<file path="config.mk">
export PLATFORM = sky130hd
export DESIGN_NAME = mem_stage
export DESIGN_NICKNAME = d
export VERILOG_FILES = /design/src/rtl/mem_stage.sv
export SDC_FILE = /design/constraint.sdc
export NUM_CORES = 1
export LEC_CHECK = 0
export ABC_AREA = 1
export BUFFER_PORTS_ARGS = -buffer_cell sky130_fd_sc_hd__buf_2
export CORE_ASPECT_RATIO = 2
export CORE_MARGIN = 2
export CORE_UTILIZATION = 38
export CTS_CLUSTER_SIZE = 8
export DETAILED_ROUTE_END_ITERATION = 8
export GPL_ROUTABILITY_DRIVEN = 1
export GPL_TIMING_DRIVEN = 1
export PLACE_DENSITY_LB_ADDON = 0.08
export SYNTH_ARGS = -nofsm -noshare
export SYNTH_HDL_FRONTEND = slang
export SYNTH_SLANG_ARGS = --single-unit
</file>
<file path="constraint.sdc">
create_clock -name clk -period 1.7 [get_ports clk]
set_clock_uncertainty 0.05 [all_clocks]
set_input_delay 0.34 -clock clk [delete_from_list [all_inputs] [get_ports clk]]
set_output_delay 0.34 -clock clk [all_outputs]
set_load 0.02 [all_outputs]
</file>
<file path="src/rtl/mem_stage.sv">
// MEM pipeline stage: drives a request/ack data-memory port, stalls upstream while a
// transfer is pending, and feeds the MEM/WB latch plus the forwarding value.
module mem_stage #(
  parameter int unsigned TIMEOUT = 16
) (
  input  logic        clk,
  input  logic        reset,
  input  logic        valid_EXMEM,
  input  logic        memRead_EXMEM,
  input  logic        memWrite_EXMEM,
  input  logic        regWrite_EXMEM,
  input  logic        memToReg_EXMEM,
  input  logic [31:0] result_EXMEM,
  input  logic [31:0] writeData_EXMEM,
  input  logic [4:0]  rd_EXMEM,
  output logic        memReq,
  output logic        memWe,
  output logic [31:0] memAddr,
  output logic [31:0] memWdata,
  input  logic        memAck,
  input  logic [31:0] memRdata,
  output logic        stallPipeline,
  output logic        regWrite_MEMWB,
  output logic [4:0]  rd_MEMWB,
  output logic [31:0] valueToWB,
  output logic        memFault
);

  localparam int unsigned CntW = (TIMEOUT > 1) ? $clog2(TIMEOUT) : 1;

  typedef enum logic [0:0] {StIdle, StBusy} state_e;

  state_e          state_q;
  logic [CntW-1:0] cnt_q;
  logic [31:0]     addr_q;
  logic [31:0]     wdata_q;
  logic [4:0]      rd_q;
  logic            we_q;
  logic            reg_write_q;
  logic            mem_to_reg_q;

  logic mem_op;
  logic aligned;
  logic busy;
  logic timeout_hit;

  assign mem_op      = valid_EXMEM && (memRead_EXMEM || memWrite_EXMEM);
  assign aligned     = (result_EXMEM[1:0] == 2'b00);
  assign busy        = (state_q == StBusy);
  assign timeout_hit = busy && (cnt_q == CntW'(TIMEOUT - 1));

  // Request side comes straight from state and the latched transaction, so it stays
  // stable for the whole BUSY period regardless of what EX/MEM presents.
  assign memReq   = busy;
  assign memWe    = busy && we_q;
  assign memAddr  = addr_q;
  assign memWdata = wdata_q;

  assign stallPipeline = !reset &&
                         ((!busy && mem_op && aligned) || (busy && !memAck && !timeout_hit));

  always_ff @(posedge clk) begin
    if (reset) begin
      state_q        <= StIdle;
      cnt_q          <= '0;
      addr_q         <= '0;
      wdata_q        <= '0;
      rd_q           <= '0;
      we_q           <= 1'b0;
      reg_write_q    <= 1'b0;
      mem_to_reg_q   <= 1'b0;
      regWrite_MEMWB <= 1'b0;
      rd_MEMWB       <= '0;
      valueToWB      <= '0;
      memFault       <= 1'b0;
    end else begin
      // Every path loads a bubble unless it overrides below.
      memFault       <= 1'b0;
      regWrite_MEMWB <= 1'b0;
      rd_MEMWB       <= '0;
      valueToWB      <= '0;
      unique case (state_q)
        StIdle: begin
          if (mem_op && aligned) begin
            addr_q       <= result_EXMEM;
            wdata_q      <= writeData_EXMEM;
            rd_q         <= rd_EXMEM;
            we_q         <= memWrite_EXMEM;
            reg_write_q  <= regWrite_EXMEM;
            mem_to_reg_q <= memToReg_EXMEM;
            cnt_q        <= '0;
            state_q      <= StBusy;
          end else if (mem_op) begin
            memFault <= 1'b1;
          end else if (valid_EXMEM) begin
            regWrite_MEMWB <= regWrite_EXMEM && (rd_EXMEM != 5'd0);
            rd_MEMWB       <= rd_EXMEM;
            valueToWB      <= result_EXMEM;
          end
        end
        StBusy: begin
          // Ack is checked first so it wins over a simultaneous timeout.
          if (memAck) begin
            regWrite_MEMWB <= reg_write_q && (rd_q != 5'd0);
            rd_MEMWB       <= rd_q;
            valueToWB      <= mem_to_reg_q ? memRdata : addr_q;
            state_q        <= StIdle;
          end else if (timeout_hit) begin
            memFault <= 1'b1;
            state_q  <= StIdle;
          end else begin
            cnt_q <= cnt_q + 1'b1;
          end
        end
        default: state_q <= StIdle;
      endcase
    end
  end

endmodule

</file>
# After elaboration in Yosys (flattened, before gate mapping)
# Index checks and enable logic that the tools add are counted.
# Widths: inputs -> output; s select.
# classes
n_addsub,1
n_eq_ne,4
n_mux,29
bitwise,1
reduce_logical,22
# ops
op,count
$mux 32,5
$pmux 32 s2,1
$mux 5,4
$mux 4,3
$logic_and 1x1->1,11
$mux 1,11
$pmux 5 s2,1
$reduce_bool 5->1,2
$pmux 4 s2,1
$ne 2x2->1 const B,3
$pmux 1 s2,3
$add 4x1->4 const B,1
$eq 4x4->1 const B,1
$logic_not 1->1,4
$reduce_and 3->1,1
$logic_not 2->1,1
$logic_or 1x1->1,2
$reduce_and 2->1,1
$not 1->1,1
# word_totals
regBits,116
in_bits,109
output_inout_bits,106
wordCells,69

# Longest topological paths before layout
# Gate-level depths: netlist of the first run.
# depth
word_depth,6
mapped_depth,8
ltp_nobuf,7

# Least setup slack after synthesis of the first run
# No wires, ideal clock.
# synth_path
path_type,register to output
startpoint,"register state_q, in the netlist memReq"
endpoint,output port stallPipeline
arrival_time_ns,1.345
required_time_ns,1.310
setup_slack_ns,-0.035
path_stages_with_launch,7
n_path_buf,3
cell_sequence,dfxtp_1 buf_6 nor2_8 nand3_2 buf_6 buf_6 a21oi_1
# synth_between
elab_chain_len,5
word_cells_on_any_way,9
classes_between,9 x reduce/logical
# synth_lines
item,line_no,source
start: declaration,33,state_e state_q;
start signal: assignment,64,state_q <= StIdle;
start signal: assignment,92,state_q <= StBusy;
start signal: assignment,107,state_q <= StIdle;
$logic_not 1->1 or $logic_and 1x1->1 (tied branches),"60, 50",
$logic_and 1x1->1 or $logic_not 1->1 (tied branches),60,((!busy && mem_op && aligned) || (busy && !memAck && !timeout_hit));
$logic_and 1x1->1,60,
$logic_or 1x1->1 *,60,
$logic_and 1x1->1 *,59,assign stallPipeline = !reset &&
end: declaration,22,"output logic stallPipeline,"
# Mark *: on every way between the ends. The rest lies on a longest branch, timed or not.

# Worst setup path in the final report of the first run
# layout_path
startpoint,register cnt_q[0]
endpoint,output port stallPipeline
# layout_between
elab_chain_len,6
# layout_lines
item,line_no,source
start: declaration,34,logic [CntW-1:0] cnt_q;
start signal: assignment,112,cnt_q <= cnt_q + 1'b1;
$eq 4x4->1,50,assign timeout_hit = busy && (cnt_q == CntW'(TIMEOUT - 1));
$logic_and 1x1->1,50,
$logic_not 1->1,60,
$logic_and 1x1->1,60,
$logic_or 1x1->1,60,
$logic_and 1x1->1,59,
# Every way passes these cells.

==> results of run 1 <==
[worst max-delay path, delay by kind of cell (launching register included)]
kind                       cells  cell delay, ns
adders and majority gates      1            0.17
and+or+nand+nor                2            0.16
AOI/OAI and AO/OA              1            0.13
DFF                            1            0.35
buffers and inverters          1            0.15
[repair_timing]
action,CTS,global route
setup buffers,3,0
gates resized for setup,10,0
endpoints found under the setup margin,1,1
pin swaps,1,0
[layout make-up]
| class | count | area (sq um) |
|---|---|---|
| fill | 1141 | 5270 |
| timing repair buffer | 233 | 1320 |
| inverter | 85 | 320 |
| sequential | 116 | 2330 |
| tap | 145 | 181 |
| clock buffer | 21 | 470 |
| multi-input combinational | 336 | 1660 |
| clock inverter | 9 | 153 |
[flip-flops by register name, indices dropped and copies added, names as in the netlist, 4 cells and up]
register	flops
valueToWB	32
cnt_q	4
memAddr	32
rd_MEMWB	5
rd_q	5
memWdata	32
[through the flow]
step | cells | setup slack, ns
global placement | 912 | 0.128
detailed placement | 912 | 0.0790
global route | 945 | -0.107
floorplan | 578 | 0.0702
finish | 945 | -0.0526
CTS | 945 | -0.0492
[cells by family after synthesis]
group / Yosys count
AOI/OAI and AO/OA: 244
buffers and inverters: 126
DFF: 116
and+or+nand+nor: 91
adders and majority gates: 1
[power groups by stage]
stage | combinational [mW] | clock, mW | sequential [mW]
6_report | 0.700 | 3.74 | 2.87
5_1_grt | 0.778 | 3.96 | 2.88
4_1_cts | 0.709 | 3.82 | 2.87
3_5_place_dp | 0.702 | 0 | 2.92
3_3_place_gp | 0.689 | 0 | 2.92
2_1_floorplan | 0.279 | 0 | 3.03
[worst paths after layout]
path	start	endpoint
min	memRdata[30]	valueToWB[30]$_SDFF_PP0_
max	cnt_q[0]$_SDFFE_PP0P_	stallPipeline
max reg2reg	memReq$_SDFF_PP0_	memAddr[19]$_SDFFE_PP0P_
min reg2reg	memWdata[8]$_SDFFE_PP0P_	memWdata[8]$_SDFFE_PP0P_
[placed cells by master, fill, tap and decap left out, types with 2 or more instances in the layout]
master	n
dfxtp_4	2
clkbuf_8	3
nand3_1	7
clkinvlp_4	3
nor2_1	14
nand4_1	4
inv_2	2
a21oi_1	140
o21ai_0	32
buf_2	213
nand2_1	60
bufinv_16	4
inv_1	82
clkinv_2	3
clkbuf_16	17
buf_12	8
dfxtp_1	113
buf_4	12
o21ai_1	69
o211ai_1	2
nand3_2	2
[metal layers]
layer,share of wire [%],GRT usage [%],routed length [microns]
met5,0.080,0,11
met4,4.3,12.7,592
met3,7.5,6.41,1030
met2,52,37.5,7090
met1,36,23.4,4990
==> metrics, run 1 <==
leak pwr=2.94 nW; critical path arrival=~1.4 ns; Switching Share=a little under a quarter; syn nets=between 600 and 700; ys async rst share=0%; Post-layout nets=899; largest area contributor in the netlist=dfxtp_1; Slew headroom=74.2%; Fmax achieved=571 MHz; Routed WL=~14000 microns; DP Area=0.00576 sq mm; EDFF count, synth=0; reg2reg setup slack=0.22 ns; Final Cell Area=0.00643 sq mm; initial core utilization=39.0%; Syn Inst Count=578; drc violations=0; first-pass GRT wire length=22000 microns; CP endpoint kind=output port; Crit path required time=1.31 ns; final hold viol count=0; unrepaired setup endpoints after global routing=true; CTS root buf=clkbuf_16; Synth Area in Simple Gates=under 10%; Hold Buf Count CTS=0; setup ws final=-0.0526 ns; H-tree depth=4; Worst-Skew Late Latency=between 0.4 and 0.5 ns; internal power=5.64 mW; Post-synth top cells=a21oi_1 (141), dfxtp_1 (116), inv_1 (82); Clk pin slew, worst setup/hold paths=about 0.05 ns; most numerous cell in the Yosys netlist=a21oi_1; WHS Path Cells=3; Synth top area share=about half; VDD IR max=0.849 mV; vias in the first global route=4621; Fin Setup TNS=-0.0526 ns; Die Y=159 microns; Die Width=81.5 microns; status=complete, but fails checks; pwr dens=1140 mW/mm^2; failing checks=setup timing; Clock Tree Buf Depth=2; DRT antenna net count=0; DR vias=4651; Min Hold Slack=0.143 ns; largest net degree at the start of global routing=65; Net Switching=1.67 mW; DR iter-0 viols=239; CTS tree=done; Slew Viols, Final=0; Synth Flop Type=dfxtp_1; fin util=55.0%; critical-path cell list=ha_4 > nand3_2 > nand3_2 > a21oi_2 > buf_4; Sink Count=116; Reg power frac=39.2%; synthesized flop and latch total=116; Max-Cap Viols=0; CP Class=flip-flop to output port; fin crit period=1.75 ns; Antenna diodes=0; Crit path top cell by count=nand3_2; Clock power frac=51.2%; core area=0.0117 sq mm; Final Cycle Share=103%; TritonCTS Buffers=17; mux cell area share after synthesis=0%; area of the mapped netlist=about 0.0046 sq mm; Placer Congestion=0.805; share of cells above drive strength 1=34.3%; XOR/XNOR Fraction of Synth Area=0%; adder-cell share of the synthesized area=0.274%; Min-Delay Path Class=primary input to flip-flop; vias per inst=4.92; Worst path slowest cell=dfxtp_4; Layout area overhead=40.9%; drt pass-1 iters=6; largest family of logic cells by synthesized area=compound AO/OA/AOI/OAI gates; initial antenna violation count=1; GR Overflow Total=0; Core Rows=56; Compound-Gate Fraction of Synth Area=26.9%; Netlist cell types=21; max incr delay on CP=approximately 0.35 ns; final setup violating endpoints=1; top post-synthesis cells by area=dfxtp_1 (51%), a21oi_1 (15%), o21ai_1 (7.6%), inv_1 (6.7%), nand2_1 (4.9%); overall power=7.31 mW; Setup crit start kind=flip-flop; Syn. warnings=0; Comb power frac=9.6%; measured slew at the worst slew-check pin=0.387 ns; crit path max fanout=3; post-synthesis sequential area ratio=50.9%; DIE AREA=~0.013 sq mm; Post-DP HPWL=9780 microns; Avg WL per Cell=between 10 and 15 microns; Total GRT Usage=roughly 22%; syn avg cell area=7.90 sq um; IO Count=215; PortBufs=214; R2R cell count=7
Power figures use the tool's default switching activity.
==> inputs of run 2 (changes only) <==
--- a/config.mk
+++ b/config.mk
@@ -5,7 +5,6 @@
 export SDC_FILE = /design/constraint.sdc
 export NUM_CORES = 1
 export LEC_CHECK = 0
-export ABC_AREA = 1
 export BUFFER_PORTS_ARGS = -buffer_cell sky130_fd_sc_hd__buf_2
 export CORE_ASPECT_RATIO = 2
 export CORE_MARGIN = 2
==> run 2 against run 1 <==
Against the previous run:
- the flow finishes with violations (DRC, setup timing)
- setup slack lost 0.098 ns
- wire length grew 19%
- flip-flop and latch count is the same
- sequential power shrank 1%
- global-route usage grew 0.48 points
- core utilization shrank 2.5 points
- non-clock buffer count grew 5
- critical endpoint unchanged
- largest cell class is now multi-input combinational cells
==> metrics, run 2 <==
area of the mapped netlist=0.00509 sq mm (was 0.00457 sq mm); Hold Buf Count CTS=0 (unchanged); filler cell count=1309 (was 1141); status=complete, but fails checks (unchanged); Min-Delay Path Class=primary input to flip-flop (unchanged); Routed WL=16300 microns (was 13700 microns); Post-layout nets=843 (was 899); Final Cell Area=0.00686 sq mm (was 0.00643 sq mm); Register Area=0.00232 sq mm (was 0.00233 sq mm); measured slew at the worst slew-check pin=0.788 ns (was 0.387 ns); DP Cell Count=864 (was 912); vias in the first global route=5248 (was 4621); vias per inst=5.83 (was 4.92); DR top layer=met4 (was met5); first-pass GRT wire length=26200 microns (was 22000 microns); Final Cycle Share=109% (was 103%); VDD IR max=0.716 mV (was 0.849 mV); syn avg cell area=9.31 sq um (was 7.90 sq um); Buffers & Inverters on Critical Path=1 (unchanged); critical path's top delay family=simple AND/OR/NAND/NOR gates (was flip-flops); TritonCTS Buffers=17 (unchanged); Post-DP HPWL=10300 microns (was 9780 microns); Crit path required time=1.31 ns (about the same); largest net degree at the start of global routing=118 (was 65); fin util=52.5% (was 55.0%); DIE AREA=0.0144 sq mm (was 0.0130 sq mm); Die Width=85.9 microns (was 81.5 microns); final hold viol count=0 (unchanged); Total GRT Usage=22.6% (was 22.1%); drt pass-1 iters=9 (was 6); Sink Count=116 (unchanged); WL met1=6370 microns (was 4990 microns); Avg WL per Cell=18.2 microns (was 14.5 microns); setup ws final=-0.151 ns (was -0.0526 ns); Fmax achieved=540 MHz (was 571 MHz); Multi-input gate area=0.00244 sq mm (was 0.00166 sq mm); ys async rst share=0% (unchanged); Syn Inst Count=547 (was 578); Worst path slowest cell=dfxtp_2 (was dfxtp_4); Synth Flop Type=dfxtp_1 (unchanged); Layout Cells excl Fill=897 (was 945); Max-Cap Viols=0 (unchanged); overall power=6.88 mW (was 7.31 mW); DR vias=5232 (was 4651); initial antenna violation count=0 (was 1); commonest cells after routing, fill and taps aside=buf_2 (212), dfxtp_1 (114), a21oi_1 (73), o31ai_1 (70), nand4_1 (69) (was buf_2 (213), a21oi_1 (140), dfxtp_1 (113), inv_1 (82), o21ai_1 (69)); Clk pin slew, worst setup/hold paths=0.06 ns (was 0.05 ns); unrepaired setup endpoints after global routing=true (unchanged); initial core utilization=39.0% (about the same); Layout area overhead=34.7% (was 40.9%); GR Overflow Total=0 (unchanged); Min Hold Slack=0.139 ns (was 0.143 ns); Synth top area share=45.6% (was 50.9%); fin crit period=1.85 ns (was 1.75 ns); syn nets=657 (was 688); CTS root buf=clkbuf_16 (unchanged); CTS tree=done (unchanged); commonest non-fill, non-tap cell in the layout=buf_2 (unchanged); critical path arrival=1.46 ns (was 1.36 ns); pwr dens=1000 mW/mm^2 (was 1140 mW/mm^2); Fin Setup TNS=-0.151 ns (was -0.0526 ns); max incr delay on CP=0.33 ns (was 0.35 ns); drc violations=18 (was 0); Post-synth top cells=dfxtp_1 (116), a21oi_1 (73), o31ai_1 (70) (was a21oi_1 (141), dfxtp_1 (116), inv_1 (82)); PortBufs=214 (unchanged); critical-path cell list=ha_4 > and3_4 > o32ai_4 > and2_4 > buf_6 (was ha_4 > nand3_2 > nand3_2 > a21oi_2 > buf_4); largest area contributor in the netlist=dfxtp_1 (unchanged); leak pwr=2.93 nW (was 2.94 nW); detailed-routed wire length on met3=882 microns (was 1030 microns); routed wl met2=8850 microns (was 7090 microns); CP endpoint kind=output port (unchanged); Worst-Skew Late Latency=0.40 ns (was 0.41 ns); H-tree depth=4 (unchanged); Slew headroom=47.5% (was 74.2%); most numerous cell in the Yosys netlist=dfxtp_1 (was a21oi_1); Setup crit start kind=flip-flop (unchanged); synthesized flop and latch total=116 (unchanged); CP Class=flip-flop to output port (unchanged); Die Y=168 microns (was 159 microns); failing checks=DRC, setup timing (was setup timing); Antenna diodes=0 (unchanged); EDFF count, synth=0 (unchanged); Placer Congestion=0.802 (was 0.805); Syn. warnings=0 (unchanged); Clock Tree Buf Depth=2 (unchanged); Netlist cell types=33 (was 21); DR iter-0 viols=355 (was 239); Slew Viols, Final=0 (unchanged); final setup violating endpoints=1 (unchanged); post-synthesis sequential area ratio=45.6% (was 50.9%); top post-synthesis cells by area=dfxtp_1 (46%), o31ai_1 (10%), nand4_1 (8.5%), a21oi_1 (7.2%), mux2_2 (7.1%) (was dfxtp_1 (51%), a21oi_1 (15%), o21ai_1 (7.6%), inv_1 (6.7%), nand2_1 (4.9%)); DP Area=0.00628 sq mm (was 0.00576 sq mm); Core Rows=59 (was 56); Place WS=-0.132 ns (was 0.0790 ns); IO Count=215 (unchanged); crit path max fanout=2 (was 3); DRT antenna net count=0 (unchanged); core area=0.0131 sq mm (was 0.0117 sq mm); share of cells above drive strength 1=41.7% (was 34.3%)
[run 2: cell types whose count changed after synthesis, moves of 40 or more]
cell     before  now
a21oi_1     141   73
o31ai_1       0   70
buf_2         4   44
nand4_1       4   69
inv_1        82    4
o21ai_1      69    0
nand2_1      60    0
[run 2: where the power goes]
group          switching (mW)  internal (mW)  total (mW)
registers              0.0367           2.79        2.83
logic                   0.508          0.299       0.807
clock network            1.23           2.02        3.25
[run 2: cell type report]
| type | count | area share (%) |
|---|---|---|
| Tap cell | 152 | 2.77 |
| Sequential cell | 116 | 33.9 |
| Timing Repair Buffer | 238 | 19.7 |
| Clock inverter | 10 | 1.24 |
| Clock buffer | 21 | 6.57 |
| Multi-Input combinational cell | 356 | 35.6 |
| Inverter | 4 | 0.219 |
[run 2: logic make-up after synthesis]
logic type	Yosys count	share of synthesized area [%]
buffers and inverters	75	7.27
adder cells (fa/ha/maj)	1	0.246
XOR/XNOR	1	0.172
flip-flops	116	45.6
AO/OA/AOI/OAI	191	25.1
AND/OR/NAND/NOR	131	14.6
multiplexers	32	7.07
[run 2: worst register-to-register path: stages (launching register included)]
cell and delay [ns]:
dfxtp_1 0.34, buf_6 0.15, and2_1 0.16, buf_4 0.39
o211ai_1 0.18, a21oi_1 0.16
[run 2: repair_timing]
| item | in CTS | in global routing |
|---|---|---|
| pin swaps | 3 | 0 |
| endpoints found under the setup margin | 1 | 2 |
| resized for setup | 9 | 1 |
| buffers inserted | 2 | 0 |
[run 2: final timing paths]
| check | startpoint | to | slack [ns] | depth (start not counted) |
|---|---|---|---|---|
| worst max register to register | memReq$_SDFF_PP0_ | regWrite_MEMWB$_SDFF_PP0_ | 0.20 | 5 |
| worst min-delay path | writeData_EXMEM[24] | memWdata[24]$_SDFFE_PP0P_ | 0.14 | 3 |
| worst max-delay path | cnt_q[0]$_SDFFE_PP0P_ | stallPipeline | -0.15 | 5 |
| worst min register to register | memWdata[29]$_SDFFE_PP0P_ | memWdata[29]$_SDFFE_PP0P_ | 0.42 | 2 |
[run 2: per-layer routing]
metal,global-route usage [%],vias to the layer above
met5,0,-
met4,8.07,0
met3,4.58,15
met2,40.3,200
met1,25.9,2541
li1,-,2476
